==> src/rtl/stair_pkg.sv <==
// stair_pkg: shared state codes, colours and default geometry for the stair scheduler
package stair_pkg;
  typedef logic [2:0] state_t;
  localparam state_t S_IDLE       = 3'd0;
  localparam state_t S_START_WAIT = 3'd1;
  localparam state_t S_DRAW_ALL   = 3'd2;
  localparam state_t S_WAIT_FRAME = 3'd3;
  localparam state_t S_ERASE_ALL  = 3'd4;
  localparam state_t S_MOVE       = 3'd5;
  localparam logic [2:0] COLOUR_STAIR = 3'b100;
  localparam logic [2:0] COLOUR_BG    = 3'b000;
  localparam int DEF_STAIR_W = 40;
  localparam int DEF_STAIR_H = 5;
  localparam int DEF_Y_WRAP  = 116;
endpackage

==> src/rtl/stair_frame_scheduler_rect_raster.sv <==
// rect_raster: walks a STAIR_W x STAIR_H rectangle one pixel per cycle, dx fastest
module rect_raster #(
  parameter int STAIR_W = 40,
  parameter int STAIR_H = 5,
  localparam int DXW = STAIR_W > 1 ? $clog2(STAIR_W) : 1,
  localparam int DYW = STAIR_H > 1 ? $clog2(STAIR_H) : 1
) (
  input  logic           clock,
  input  logic           reset_n,
  input  logic           run,
  output logic [DXW-1:0] dx,
  output logic [DYW-1:0] dy,
  output logic           last
);
  logic dx_end;
  assign dx_end = dx == DXW'(STAIR_W - 1);
  assign last   = dx_end && dy == DYW'(STAIR_H - 1);
  always_ff @(posedge clock) begin
    if (!reset_n || !run || last) begin
      dx <= '0;
      dy <= '0;
    end else begin
      dx <= dx_end ? '0 : dx + 1'b1;
      dy <= dx_end ? dy + 1'b1 : dy;
    end
  end
endmodule

==> src/rtl/stair_frame_scheduler.sv <==
// stair_frame_scheduler: draw/wait/erase/move sequencer sharing one VGA plot port among stairs.
// Define STAIR_PAUSE_EN to add a pause input that freezes frame timing in WAIT_FRAME.
module stair_frame_scheduler
  import stair_pkg::*;
#(
  parameter int NUM_STAIRS      = 4,
  parameter int STAIR_W         = DEF_STAIR_W,
  parameter int STAIR_H         = DEF_STAIR_H,
  parameter int FRAME_TICKS     = 833334,
  parameter int FRAMES_PER_STEP = 15,
  parameter int Y_WRAP          = DEF_Y_WRAP
) (
  input  logic                    clock,
  input  logic                    reset_n,
  input  logic                    go,
`ifdef STAIR_PAUSE_EN
  input  logic                    pause,
`endif
  input  logic [8*NUM_STAIRS-1:0] init_x,
  input  logic [7*NUM_STAIRS-1:0] init_y,
  output logic [7:0]              x,
  output logic [6:0]              y,
  output logic [2:0]              colour,
  output logic                    plot,
  output logic                    busy,
  output logic                    step_done,
  output logic [2:0]              state
);
  localparam int IW  = NUM_STAIRS > 1 ? $clog2(NUM_STAIRS) : 1;
  localparam int TW  = FRAME_TICKS > 1 ? $clog2(FRAME_TICKS) : 1;
  localparam int FW  = FRAMES_PER_STEP > 1 ? $clog2(FRAMES_PER_STEP) : 1;
  localparam int DXW = STAIR_W > 1 ? $clog2(STAIR_W) : 1;
  localparam int DYW = STAIR_H > 1 ? $clog2(STAIR_H) : 1;
  state_t         nxt;
  logic [IW-1:0]  idx;
  logic [TW-1:0]  tick;
  logic [FW-1:0]  frame;
  logic [7:0]     pos_x [NUM_STAIRS];
  logic [6:0]     pos_y [NUM_STAIRS];
  logic [DXW-1:0] dx;
  logic [DYW-1:0] dy;
  logic           last, last_idx, drawing, advance, tick_wrap, frame_done;
  assign drawing  = state == S_DRAW_ALL || state == S_ERASE_ALL;
  assign last_idx = idx == IW'(NUM_STAIRS - 1);
`ifdef STAIR_PAUSE_EN
  assign advance = state == S_WAIT_FRAME && !pause;
`else
  assign advance = state == S_WAIT_FRAME;
`endif
  assign tick_wrap  = advance && tick == TW'(FRAME_TICKS - 1);
  assign frame_done = tick_wrap && frame == FW'(FRAMES_PER_STEP - 1);
  rect_raster #(.STAIR_W(STAIR_W), .STAIR_H(STAIR_H)) u_raster (
    .clock  (clock),
    .reset_n(reset_n),
    .run    (drawing),
    .dx     (dx),
    .dy     (dy),
    .last   (last)
  );
  always_comb begin
    nxt = S_IDLE;
    case (state)
      S_IDLE:       nxt = go ? S_START_WAIT : S_IDLE;
      S_START_WAIT: nxt = go ? S_START_WAIT : S_DRAW_ALL;
      S_DRAW_ALL:   nxt = last && last_idx ? S_WAIT_FRAME : S_DRAW_ALL;
      S_WAIT_FRAME: nxt = frame_done ? S_ERASE_ALL : S_WAIT_FRAME;
      S_ERASE_ALL:  nxt = last && last_idx ? S_MOVE : S_ERASE_ALL;
      S_MOVE:       nxt = S_DRAW_ALL;
      default:      nxt = S_IDLE;
    endcase
  end
  always_ff @(posedge clock) begin
    if (!reset_n) begin
      state <= S_IDLE;
      idx   <= '0;
    end else begin
      state <= nxt;
      if (drawing && last) idx <= last_idx ? '0 : idx + 1'b1;
    end
  end
  always_ff @(posedge clock) begin
    if (!reset_n || state != S_WAIT_FRAME) begin
      tick  <= '0;
      frame <= '0;
    end else if (advance) begin
      tick  <= tick_wrap ? '0 : tick + 1'b1;
      frame <= frame_done ? '0 : tick_wrap ? frame + 1'b1 : frame;
    end
  end
  always_ff @(posedge clock) begin
    for (int i = 0; i < NUM_STAIRS; i++) begin
      if (!reset_n) begin
        pos_x[i] <= init_x[8*i +: 8];
        pos_y[i] <= init_y[7*i +: 7];
      end else if (state == S_MOVE) begin
        pos_y[i] <= pos_y[i] == '0 ? 7'(Y_WRAP) : pos_y[i] - 1'b1;
      end
    end
  end
  assign plot      = drawing;
  assign x         = drawing ? 8'(pos_x[idx] + 8'(dx)) : '0;
  assign y         = drawing ? 7'(pos_y[idx] + 7'(dy)) : '0;
  assign colour    = state == S_DRAW_ALL ? COLOUR_STAIR : COLOUR_BG;
  assign busy      = state != S_IDLE && state != S_START_WAIT;
  assign step_done = state == S_MOVE;
endmodule

==> config.mk <==
export PLATFORM = sky130hd
export DESIGN_NAME = stair_frame_scheduler
export DESIGN_NICKNAME = d
export VERILOG_FILES = /design/src/rtl/stair_pkg.sv /design/src/rtl/stair_frame_scheduler_rect_raster.sv /design/src/rtl/stair_frame_scheduler.sv
export SDC_FILE = /design/constraint.sdc
export NUM_CORES = 1
export LEC_CHECK = 0
export CAP_MARGIN = 20
export CORE_MARGIN = 3
export CORE_UTILIZATION = 40
export CTS_CLUSTER_SIZE = 14
export DETAILED_ROUTE_END_ITERATION = 7
export PLACE_DENSITY = 0.59
export SLEW_MARGIN = 20
export SYNTH_ARGS = -nofsm -noshare
export SYNTH_HDL_FRONTEND = slang
export SYNTH_HIERARCHICAL = 1
export SYNTH_SLANG_ARGS = --single-unit
==> constraint.sdc <==
create_clock -name clock -period 4.04 [get_ports clock]
set_input_delay 1.01 -clock clock [delete_from_list [all_inputs] [get_ports clock]]
set_output_delay 1.01 -clock clock [all_outputs]
set_load 0.03 [all_outputs]
* Word-level counts from Yosys, hierarchy flattened
Memories as Yosys holds them, arrays and structs flattened. A register that Yosys moved wholly into a read port is not among the register bits.
Cells that the tools add are included.
** Cells by class
- Multiplexer cells :: 29
- Order comparisons :: 0
- Bitwise gates (word level) :: 4
- Equality and inequality tests :: 12
- Add/subtract/negate cells :: 11
- Divide/modulo/power cells :: 0
- Multiply operators :: 0
- Shifts and indexed selects :: 0
- Reductions and logical operators :: 21
** Operator list (count)
- 7-bit two-way mux :: 9
- 7-bit logical NOT :: 4
- 7-bit by 1-bit subtractor with 7-bit output (second input constant) :: 4
- 20-bit by 1-bit adder with 20-bit output (second input constant) :: 1
- 20-bit equality test (second input constant) :: 1
- 20-bit two-way mux :: 1
- 3-bit case mux with 6 select lines :: 1
- 2-bit two-way mux :: 6
- 3-bit equality test (second input constant) :: 3
- 8-bit by 6-bit adder with 8-bit output :: 1
- 4-bit two-way mux :: 2
- 8-bit two-way mux :: 1
- 7-bit by 3-bit adder with 7-bit output :: 1
- 1-bit two-way mux :: 7
- 6-bit by 1-bit adder with 6-bit output (second input constant) :: 1
- 3-bit by 2-bit equality test with 1-bit output (second input constant) :: 2
- 6-bit equality test (second input constant) :: 1
- 1-bit logical AND :: 6
- 3-bit two-way mux :: 2
- 4-bit by 1-bit adder with 4-bit output (second input constant) :: 1
- 4-bit equality test (second input constant) :: 1
- 1-bit logical OR :: 4
- 1-bit bitwise OR :: 4
- 3-bit by 1-bit adder with 3-bit output (second input constant) :: 1
- other kinds (11) :: 12
** Word-level totals
- Register bits after elaboration :: 38
- Logic and storage cells :: 85
- RAM bits :: 60
- Input port bits :: 63
- Latch bits :: 0
- ROM bits :: 0
- Memories kept :: 2
** Memory list
- pos_x :: words 4, bits a word 8, read ports 1, clocked after Yosys merged registers in 1, wr ports 4, RTL line stair_frame_scheduler.sv:38 : logic [7:0] pos_x [NUM_STAIRS];
- pos_y :: words 4, bits a word 7, read ports 5, clocked after Yosys merged registers in 1, wr ports 4, RTL line stair_frame_scheduler.sv:39 : logic [6:0] pos_y [NUM_STAIRS];

* Logic depth before layout (Yosys ltp)
Gate-level depths: netlist of run 1.
- Depth in word-level cells :: 6
- Depth in mapped cells :: 9

* Cells and area by module
Netlist of run 1, hierarchy kept.
** By module, submodules not included
- stair_frame_scheduler :: sequential area each 2422.3 µm², area each 4889.7 µm², cells each 435, instances 1
- rect_raster :: sequential area each 180.2 µm², area each 432.9 µm², cells each 46, instances 1

* Worst setup path after synthesis of run 1
Ideal clock, no wire load.
- Path kind :: reg-to-output
- Start :: reg with a tool-made name
- End :: out x[6]
- Cell stages (with the launch flop) :: 10
- Slack :: -201 ps
- Arrival :: 3231 ps
- Data required time :: 3030 ps
- Cells stage by stage :: dfxtp_1 > clkbuf_1 > buf_2 > mux4_2 > ha_1 > fa_1 > a211oi_1 > o21bai_1 > a21oi_1 > mux2i_1
** RTL lines
- end, declared :: RTL line stair_frame_scheduler.sv:21 : output logic [7:0] x,

==> reports/results.tsv, run 1 <==
stage	metric	value	unit
place	GPL Wtd Cong	0.765	
worst_hold_path	Hold Path Depth	2	
sta	Max Clock Skew	0.00561	ns
yosys	post-synthesis instance total	481	
finish	post-layout util	51.9	%
finish	share of cells above drive strength 1	13.1	%
floorplanning	row count	41	
setup_path	R2R Path Start	u_raster/dx[1]$_SDFF_PP0_	
yosys	synth unique cells	58	
finish	antenna diode count	0	
sta	Final setup viols	0	
yosys	Avg Inst Size Synth	11.1	um2
routing	Total Wirelength	11900	um
yosys	Netlist Area Pre-Place	5320	um2
finish	post-route cell area	6650	um2
power_and_ir_drop	Pwr per Cell Area	338	nW/um2
setup_path	crit-path max FO	4	
yosys	EDFF count, synth	60	
cts	hold buffers post-CTS	0	
floorplanning	Die ar.	14700	um2
global_routing	vias in the first global route	4138	
sta	PnR worst setup slack	0.151	ns
routing	Routed WL per cell	16.0	um
yosys	cell type with the largest total area after synthesis	edfxtp_1	
yosys	yosys warns	6	
worst_hold_path	HP Class	reg2reg	
routing	total number of vias	3992	
cts	H-Tree Depth	3	
floorplanning	I/O Pins	87	
floorplanning	die extent in y	121	um
place	PortBufs	84	
yosys	main flop type after synthesis	edfxtp_1	
sta	final hold violations	0	
sta	fin. max-slew vios	0	
finish	final-stage net count	655	
finish	area growth from synthesis to layout	24.9	%
cts	CTS buffer count	9	
cts	Clock Tree Buf Depth	2	
global_routing	largest net degree at the start of global routing	37	
place	DP HPWL	9130	um
yosys	ys async rst share	0	%
worst_hold_path	Hold Path End	tick[19]$_SDFFE_PP0P_	
cts	post-CTS setup buffer count	0	
global_routing	GR Overflow Total	0	
setup_path	WS Path Type	reg2out	
routing	Via density	5.35	
floorplanning	Initial Utilization	41.5	%
setup_path	Critical Path Start Type	flip-flop	
floorplanning	Die X	121	um
cts	worst skew pair latency	0.34	ns
place	worst slack, placed	0.343	ns
yosys	Synth top area share	33.9	%
setup_path	Critical Path RT	3.03	ns
setup_path	CP Capture Type	output port	
yosys	sequential share of the synthesized area	48.9	%
place	placed cell area	6340	um2
cts	CTS sink count	100	
power_and_ir_drop	peak supply drop	0.205	mV
setup_path	cell count of the worst reg-to-reg path	7	
setup_path	R2R Setup Slk	1.75	ns
cts	clk root buf	clkbuf_16	
global_routing	first-pass GRT wire length	20100	um
floorplanning	area of the core	12800	um2
setup_path	CP arrival	2.88	ns
cts	CTS clock-pin slew for the worst setup and hold paths	0.07	ns
cts	CTS tree	built	
sta	f_max	0.257	GHz
routing	Final ANT Viol Nets	0	
worst_hold_path	HP Start	tick[19]$_SDFFE_PP0P_	
yosys	number of synthesized register bits	100	
sta	Tcrit/Tclk final	96.3	%
status	status	complete, no violations	
routing	initial DRC count	231	
yosys	dominant cells by area after synthesis	edfxtp_1 (34%), dfxtp_1 (15%), mux4_2 (6.3%), ha_1 (4.9%), xnor2_1 (3.5%)	
global_routing	Total GRT Usage	17.3	%
routing	TritonRoute pass-1 iters	4	
routing	drt drc	0	
sta	WHS	0.483	ns
power_and_ir_drop	leakage power	0.00239	uW
sta	RSZ-0062 raised after global routing	false	
sta	minimum clock period	3.89	ns
sta	worst-margin pin slew	0.648	ns
sta	slew margin rel.	56.2	%
job	max_cap viols	0	
global_routing	antenna violations before repair	0	
power by group:
group	total [uW]	switching, uW	leakage (uW)	internal, uW
clock network	851	403	0.000142	447
registers	1170	36.4	0.000911	1140
logic	225	102	0.00133	123
Yosys cell counts, drive strengths merged (2+ instances only):
cell,count
edfxtp,60
nand2,47
dfxtp,40
o21ai,31
nor2,29
ha,21
xnor2,21
inv,20
xor2,17
mux4,15
a21oi,14
nand3,14
nor3,14
or3,11
clkbuf,10
or4,10
buf,9
mux2i,9
and2,7
nand4,6
o31ai,6
o41ai,5
or2,5
a211oi,4
a21o,4
and3,4
nor3b,4
o22a,4
or3b,4
a31oi,3
nand4b,3
nor4,3
o21a,3
a311oi,2
fa,2
nand2b,2
nand3b,2
nor4b,2
o21bai,2
area by class of cell:
| cell class | count | area (um2) |
|---|---|---|
| clock buffer | 10 | 239 |
| clock inverter | 6 | 53.8 |
| fill | 1182 | 6170 |
| inverter | 21 | 78.8 |
| multi-input combinational | 342 | 2560 |
| sequential | 100 | 2610 |
| tap | 172 | 215 |
| timing repair buffer | 95 | 897 |
cell families after synthesis:
family / after synthesis / share of synthesized area, %
simple gates: 169 / 16.9
flops: 100 / 48.9
compound gates: 86 / 10.6
buf+inv: 40 / 3.48
xor+xnor: 38 / 6.25
mux: 24 / 8.04
fa+ha+maj: 23 / 5.69
other cells: 1 / 0.0705
per-stage QoR:
stage | cells | total power [uW] | TNS, ns
after floorplan | 482 | 1300 | -0.0987
after global placement | 730 | 1420 | 0
after detailed placement | 730 | 1420 | 0
after CTS | 746 | 2270 | 0
after global routing | 746 | 2340 | 0
final | 746 | 2250 | 0
flip-flops by register name, indices dropped and copies added, names as in the netlist, named ones only:
register     count
frame            4
idx              2
pos_x           32
pos_y           28
state            3
tick            20
u_raster/dx      6
u_raster/dy      3
worst max-delay path by stage:
stage	to	slack (ns)	cells after the start
floorplan	x[6]	-0.1	9
global placement	x[6]	0.37	8
detailed placement	x[6]	0.34	8
CTS	x[7]	0.04	8
global route	x[6]	0.04	8
finish	x[6]	0.15	8
routing by layer:
| metal | up-vias | track usage [%] | wire length, um |
|---|---|---|---|
| met5 | - | 0 | 0 |
| met4 | 0 | 4.34 | 89 |
| met3 | 5 | 3.68 | 410 |
| met2 | 71 | 29.5 | 5930 |
| met1 | 1956 | 22.6 | 5490 |
| li1 | 1960 | - | - |
worst max-delay path, cell delays in order (launching register included):
cell	delay, ns
dfxtp_2	0.38
mux4_2	0.51
ha_1	0.24
fa_1	0.44
a211oi_2	0.24
o21bai_1	0.12
a21oi_2	0.17
mux2i_2	0.22
buf_4	0.18
repair_timing:
action | 4_1_cts | 5_1_grt
gates cloned | 0 | 0
endpoints found under the hold margin | 0 | 0
resized for setup | 1 | 6
endpoints found under the setup margin | 1 | 4
cells in the final DEF (no fill, tap or decap), types with 6 or more instances in the layout:
cell             synthesis  routed
mux4_2                  15      15
inv_1                   20      20
clkdlybuf4s50_1          0      72
o21ai_0                 31      29
nand2_1                 47      47
xnor2_1                 21      21
and2_1                   7       7
xor2_1                  17      17
ha_1                    21      21
buf_4                    2      22
dfxtp_1                 40      38
or4_1                    8       8
nor2_1                  29      29
nor3_1                  14      13
clkbuf_16                0       9
o31ai_1                  6       6
mux2i_1                  9       8
a21oi_1                 13      12
or3_1                   11      11
edfxtp_1                60      60
nand3_1                 14      14
nand4_1                  6       6
Note: power is estimated with default switching activity, not from simulation.
==> run 2: changes to the inputs <==
- GPL_TIMING_DRIVEN: default -> 0
==> reports/results.tsv, run 2 (same netlist as run 1, synthesis figures left out) <==
stage	metric	value	unit	change
setup_path	WS Path Type	reg2out		
finish	largest reg by FF count	pos_x		
cts	CTS buffer count	9		unchanged
global_routing	antenna violations before repair	0		unchanged
finish	most frequent cells in the layout	clkdlybuf4s50_1 (71), edfxtp_1 (60), nand2_1 (47)		
floorplanning	Die X	121	um	unchanged
floorplanning	Initial Utilization	41.5	%	unchanged
power_and_ir_drop	leakage power	0.00243	uW	+1.7%
finish	share of cells above drive strength 1	13.0	%	-0.053 points
floorplanning	Die ar.	14700	um2	unchanged
global_routing	Total GRT Usage	17.0	%	-0.37 points
finish	Post-Layout Cell Count	756		+1.3%
sta	slew margin rel.	49.3	%	-7.0 points
setup_path	crit-path max FO	6		+2
power_and_ir_drop	peak supply drop	0.243	mV	+18%
finish	FF/Latch Area	2610	um2	+0.19%
worst_hold_path	HP Class	reg2reg		
setup_path	CP max-delay cell	mux4_2		
power_and_ir_drop	final total power	2200	uW	-2.1%
sta	f_max	0.255	GHz	-0.94%
routing	TritonRoute pass-1 iters	4		unchanged
floorplanning	area of the core	12800	um2	unchanged
setup_path	R2R Setup Slk	1.59	ns	-0.16 ns
routing	Routed WL per cell	15.8	um	-1.2%
cts	CTS sink count	100		unchanged
cts	worst skew pair latency	0.35	ns	about the same
setup_path	Max stage delay on crit path	0.49	ns	-0.02 ns
floorplanning	row count	41		unchanged
global_routing	first-pass GRT wire length	19400	um	-3.7%
worst_hold_path	Hold Path Depth	1		-1
sta	RSZ-0062 raised after global routing	true		
routing	Total Wirelength	11900	um	+0.15%
cts	CTS clock-pin slew for the worst setup and hold paths	0.07	ns	about the same
setup_path	kind of cell adding the most delay to the critical path	multiplexers		
finish	Multi-input gate area	2560	um2	about the same
cts	Clock Tree Buf Depth	2		unchanged
sta	worst-margin pin slew	0.761	ns	+0.113 ns
setup_path	CP Capture Type	output port		
cts	clk root buf	clkbuf_16		
power_and_ir_drop	Net Sw Frac	23.8	%	-0.26 points
setup_path	WP buf/inv	2		+1
routing	drt drc	0		unchanged
power_and_ir_drop	Gate power share	10.0	%	about the same
routing	initial DRC count	230		-0.43%
cts	hold buffers post-CTS	0		unchanged
cts	H-Tree Depth	3		unchanged
power_and_ir_drop	switching pwr	525	uW	-3.2%
setup_path	crit-path cells	buf_12, mux4_2, ha_2, fa_2, a211oi_2, o21bai_1, a21oi_2, mux2i_2, buf_6		
power_and_ir_drop	Clk network pwr share	36.7	%	-1.1 points
finish	final-stage net count	666		+1.7%
sta	Tcrit/Tclk final	97.2	%	+0.91 points
power_and_ir_drop	sequential power share	53.3	%	+1.1 points
finish	antenna diode count	0		unchanged
power_and_ir_drop	Pwr per Cell Area	328	nW/um2	-3.1%
job	max_cap viols	0		unchanged
finish	fill count	1216		+2.9%
place	Placed Cells	738		+1.1%
global_routing	largest net degree at the start of global routing	36		-2.7%
global_routing	GR Overflow Total	0		unchanged
power_and_ir_drop	internal power	1680	uW	-1.8%
sta	Max Clock Skew	0.00788	ns	+0.00228 ns
sta	minimum clock period	3.93	ns	+0.0368 ns
finish	top flop regs	pos_x: 32 flops, pos_y: 28 flops, tick: 20 flops		
finish	area growth from synthesis to layout	26.2	%	
sta	Final setup viols	0		unchanged
setup_path	cell count of the worst reg-to-reg path	9		+2
routing	total number of vias	3984		-0.20%
finish	max reg flops	32		unchanged
place	DP HPWL	9100	um	-0.40%
routing	Final ANT Viol Nets	0		unchanged
setup_path	CP arrival	2.92	ns	+0.04 ns
floorplanning	I/O Pins	87		unchanged
setup_path	Crit path depth	9		+1
finish	most common cell after layout, fill and taps aside	clkdlybuf4s50_1		
floorplanning	die extent in y	121	um	unchanged
global_routing	vias in the first global route	3996		-3.4%
cts	CTS tree	built		
place	PortBufs	84		unchanged
sta	final hold violations	0		unchanged
routing	Via density	5.27		-1.5%
status	status	complete, no violations		
setup_path	Critical Path RT	3.03	ns	about the same
sta	fin. max-slew vios	0		unchanged
place	GPL Wtd Cong	0.879		+15%
setup_path	Critical Path Start Type	flip-flop		
-- run 2: metal layers --
metal / part of all wire [%] / global-route usage [%] / up-vias
li1: - / - / 1983
met2: 49 / 28.2 / 85
met4: 1.3 / 4.48 / 0
met3: 5.0 / 4.90 / 14
met1: 45 / 21.7 / 1902
met5: 0 / 0 / -
-- run 2: final cells by class --
type | count | area share, %
multi-input combinational | 342 | 38.2
inverter | 21 | 1.23
clock inverter | 6 | 0.708
clock buffer | 9 | 3.35
buffer | 18 | 1.90
sequential | 100 | 38.9
timing repair buffer | 88 | 12.6
tap | 172 | 3.20
-- run 2: power groups by stage --
| stage | sequential [uW] | combinational [uW] | clock [uW] |
|---|---|---|---|
| after floorplan | 1180 | 119 | 0 |
| after global placement | 1200 | 220 | 0 |
| after detailed placement | 1200 | 223 | 0 |
| after CTS | 1170 | 222 | 833 |
| after global routing | 1180 | 243 | 869 |
| final | 1170 | 220 | 808 |
-- run 2: through the flow --
stage	util, %	instance area [um2]	hold WS [ns]	TNS (ns)	setup slack, ns
4_1_cts	52.1	6680	0.483	-0.0489	-0.0489
6_report	52.4	6720	0.480	0	0.115
3_5_place_dp	49.9	6390	0.467	-6.98	-1.04
2_1_floorplan	-	5340	0.445	-0.0987	-0.0987
5_1_grt	52.4	6720	0.524	-0.0117	-0.0117
3_3_place_gp	49.8	6390	0.459	-7.08	-1.01
-- run 2: worst reg2reg max path: cells and delay by family, from the launching register on --
family                    cells  cell delay [ns]
buffers and inverters         4             0.95
and+or+nand+nor               2             0.40
xor gates and xnor gates      1             0.37
DFF                           1             0.34
AOI/OAI and AO/OA             2             0.27
-- run 2: final timing paths --
path | startpoint | endpoint
max reg2reg | state[1]$_SDFF_PN0_ | u_raster/dy[2]$_SDFFE_PP0P_
min reg2reg | tick[0]$_SDFFE_PP0P_ | tick[0]$_SDFFE_PP0P_
max | flip-flop | x[6]
min | tick[0]$_SDFFE_PP0P_ | tick[0]$_SDFFE_PP0P_
-- run 2: what timing repair did --
action,4_1_cts,5_1_grt
endpoints found under the setup margin,15,10
gates resized for setup,47,8
pin swaps,1,4
buffers inserted,0,4
gates cloned,0,0
==> run 3: changes to the inputs <==
- CTS_CLUSTER_SIZE: 14 -> 12
- HOLD_SLACK_MARGIN: default -> 0.12
- RECOVER_POWER: default -> 50
==> reports/results.tsv, run 3 (same netlist as run 1, synthesis figures left out) <==
stage	metric	value	unit	change
finish	max reg flops	32		unchanged
setup_path	CP max-delay cell	mux4_2		
setup_path	crit-path max FO	6		unchanged
sta	WHS	0.481	ns	+0.0000340 ns
routing	Routed WL per cell	15.8	um	about the same
sta	Tcrit/Tclk final	97.2	%	about the same
global_routing	largest net degree at the start of global routing	36		unchanged
routing	met3 wire length	546	um	-9.2%
finish	top flop regs	pos_x: 32 flops, pos_y: 28 flops, tick: 20 flops		
cts	CTS tree	built		
place	PortBufs	84		unchanged
global_routing	Total GRT Usage	17.0	%	unchanged
routing	initial DRC count	242		+5.2%
routing	drt drc	0		unchanged
cts	hold buffers post-CTS	0		unchanged
cts	CTS sink count	100		unchanged
floorplanning	die extent in y	121	um	unchanged
sta	worst-margin pin slew	1.41	ns	+0.647 ns
cts	clk root buf	clkbuf_16		
sta	Max Clock Skew	0.00804	ns	+0.000158 ns
setup_path	Critical Path RT	3.03	ns	about the same
routing	TritonRoute pass-1 iters	4		unchanged
global_routing	GR Overflow Total	0		unchanged
sta	slew margin rel.	6.16	%	-43 points
power_and_ir_drop	Pwr per Cell Area	328	nW/um2	about the same
sta	RSZ-0062 raised after global routing	true		
routing	Via density	5.27		unchanged
setup_path	CP arrival	2.92	ns	about the same
global_routing	vias in the first global route	3996		unchanged
setup_path	CP Capture Type	output port		
setup_path	Max stage delay on crit path	0.49	ns	about the same
routing	met2 routed WL	5790	um	-0.65%
finish	Post-Layout Cell Count	756		unchanged
power_and_ir_drop	peak supply drop	0.240	mV	-0.90%
job	max_cap viols	0		unchanged
sta	Final setup viols	0		unchanged
cts	H-Tree Depth	3		unchanged
routing	Final ANT Viol Nets	0		unchanged
floorplanning	Die ar.	14700	um2	unchanged
floorplanning	I/O Pins	87		unchanged
finish	antenna diode count	0		unchanged
cts	Clock Tree Buf Depth	2		unchanged
power_and_ir_drop	final total power	2190	uW	-0.31%
place	GPL Wtd Cong	0.879		unchanged
finish	post-layout util	52.2	%	-0.14 points
worst_hold_path	HP Class	reg2reg		
cts	CTS clock-pin slew for the worst setup and hold paths	0.07	ns	about the same
routing	total number of vias	3984		unchanged
sta	fin. max-slew vios	0		unchanged
status	status	complete, no violations		
finish	fill count	1218		+0.16%
sta	final hold violations	0		unchanged
floorplanning	Die X	121	um	unchanged
setup_path	Critical Path Start Type	flip-flop		
finish	most frequent cells in the layout	edfxtp_1 (60), nand2_1 (47), dfxtp_1 (38), clkdlybuf4s50_1 (38), dlygate4sd3_1 (33)		
finish	post-route cell area	6700	um2	-0.26%
place	placed cell area	6390	um2	unchanged
cts	worst skew pair latency	0.35	ns	about the same
global_routing	first-pass GRT wire length	19400	um	unchanged
floorplanning	area of the core	12800	um2	unchanged
cts	CTS buffer count	9		unchanged
sta	f_max	0.255	GHz	about the same
finish	final-stage net count	666		unchanged
place	Placed Cells	738		unchanged
finish	most common cell after layout, fill and taps aside	edfxtp_1		
setup_path	crit-path cells	buf_12, mux4_2, ha_2, fa_2, a211oi_2, o21bai_1, a21oi_2, mux2i_2, buf_6		
finish	largest reg by FF count	pos_x		
finish	Multi-input gate area	2550	um2	-0.68%
sta	minimum clock period	3.93	ns	+0.000617 ns
place	DP HPWL	9100	um	unchanged
power_and_ir_drop	leakage power	0.00241	uW	-0.92%
finish	share of cells above drive strength 1	12.5	%	-0.51 points
finish	area growth from synthesis to layout	25.9	%	
floorplanning	Initial Utilization	41.5	%	unchanged
setup_path	WS Path Type	reg2out		
routing	Total Wirelength	11900	um	about the same
floorplanning	row count	41		unchanged
routing	M1 WL	5450	um	+1.6%
routing	highest metal used	met4		
finish	FF/Latch Area	2610	um2	unchanged
global_routing	antenna violations before repair	0		unchanged
==> run 3: timing repair <==
| item | 4_1_cts | 5_1_grt |
|---|---|---|
| endpoints found under the setup margin | 15 | 10 |
| gates resized for setup | 47 | 8 |
| cloned | 0 | 0 |
| pin swaps | 1 | 4 |
| setup buffers | 0 | 4 |
==> run 3: report_power, final <==
part           internal (uW)  leakage [uW]  total, uW  switching (uW)
Clock                    420      0.000132        808             389
Combinational            114       0.00136        213            99.0
Sequential              1140      0.000911       1170            36.5
Total                   1670       0.00241       2190             524
==> run 3: final cells by class <==
type / instances / area share [%]
buffer: 18 / 1.91
clock buffer: 9 / 3.36
clock inverter: 6 / 0.710
inverter: 21 / 1.23
multi-input combinational: 342 / 38.0
sequential: 100 / 39.0
tap: 172 / 3.21
timing repair buffer: 88 / 12.6
==> run 3: layer usage <==
layer | track usage [%] | vias up
li1 | - | 1985
met1 | 21.7 | 1906
met2 | 28.2 | 79
met3 | 4.90 | 14
met4 | 4.48 | 0
met5 | 0 | -
==> run 3: through the flow <==
step                      TNS (ns)  setup slack (ns)
after floorplan            -0.0987           -0.0987
after global placement       -7.08             -1.01
after detailed placement     -6.98             -1.04
after CTS                  -0.0489           -0.0489
after global routing       -0.0117           -0.0117
final                            0             0.114
==> run 3: critical path: cells and delay by family, from the launching register on <==
kind	cells	cell delay (ns)
muxes	2	0.74
adders and majority gates	2	0.61
AOI/OAI and AO/OA	3	0.55
DFF	1	0.37
buffers and inverters	2	0.29
==> run 3: worst paths after layout <==
check | cells after the start | end | start | slack (ns)
worst max register to register | 3 | pos_y[0][4]$_DFFE_PP_ | state[0]$_SDFF_PN0_ | 1.58
worst max-delay path | 9 | x[6] | flip-flop | 0.11
worst min-delay path | 1 | tick[0]$_SDFFE_PP0P_ | tick[0]$_SDFFE_PP0P_ | 0.48
worst min register to register | 1 | tick[0]$_SDFFE_PP0P_ | tick[0]$_SDFFE_PP0P_ | 0.48
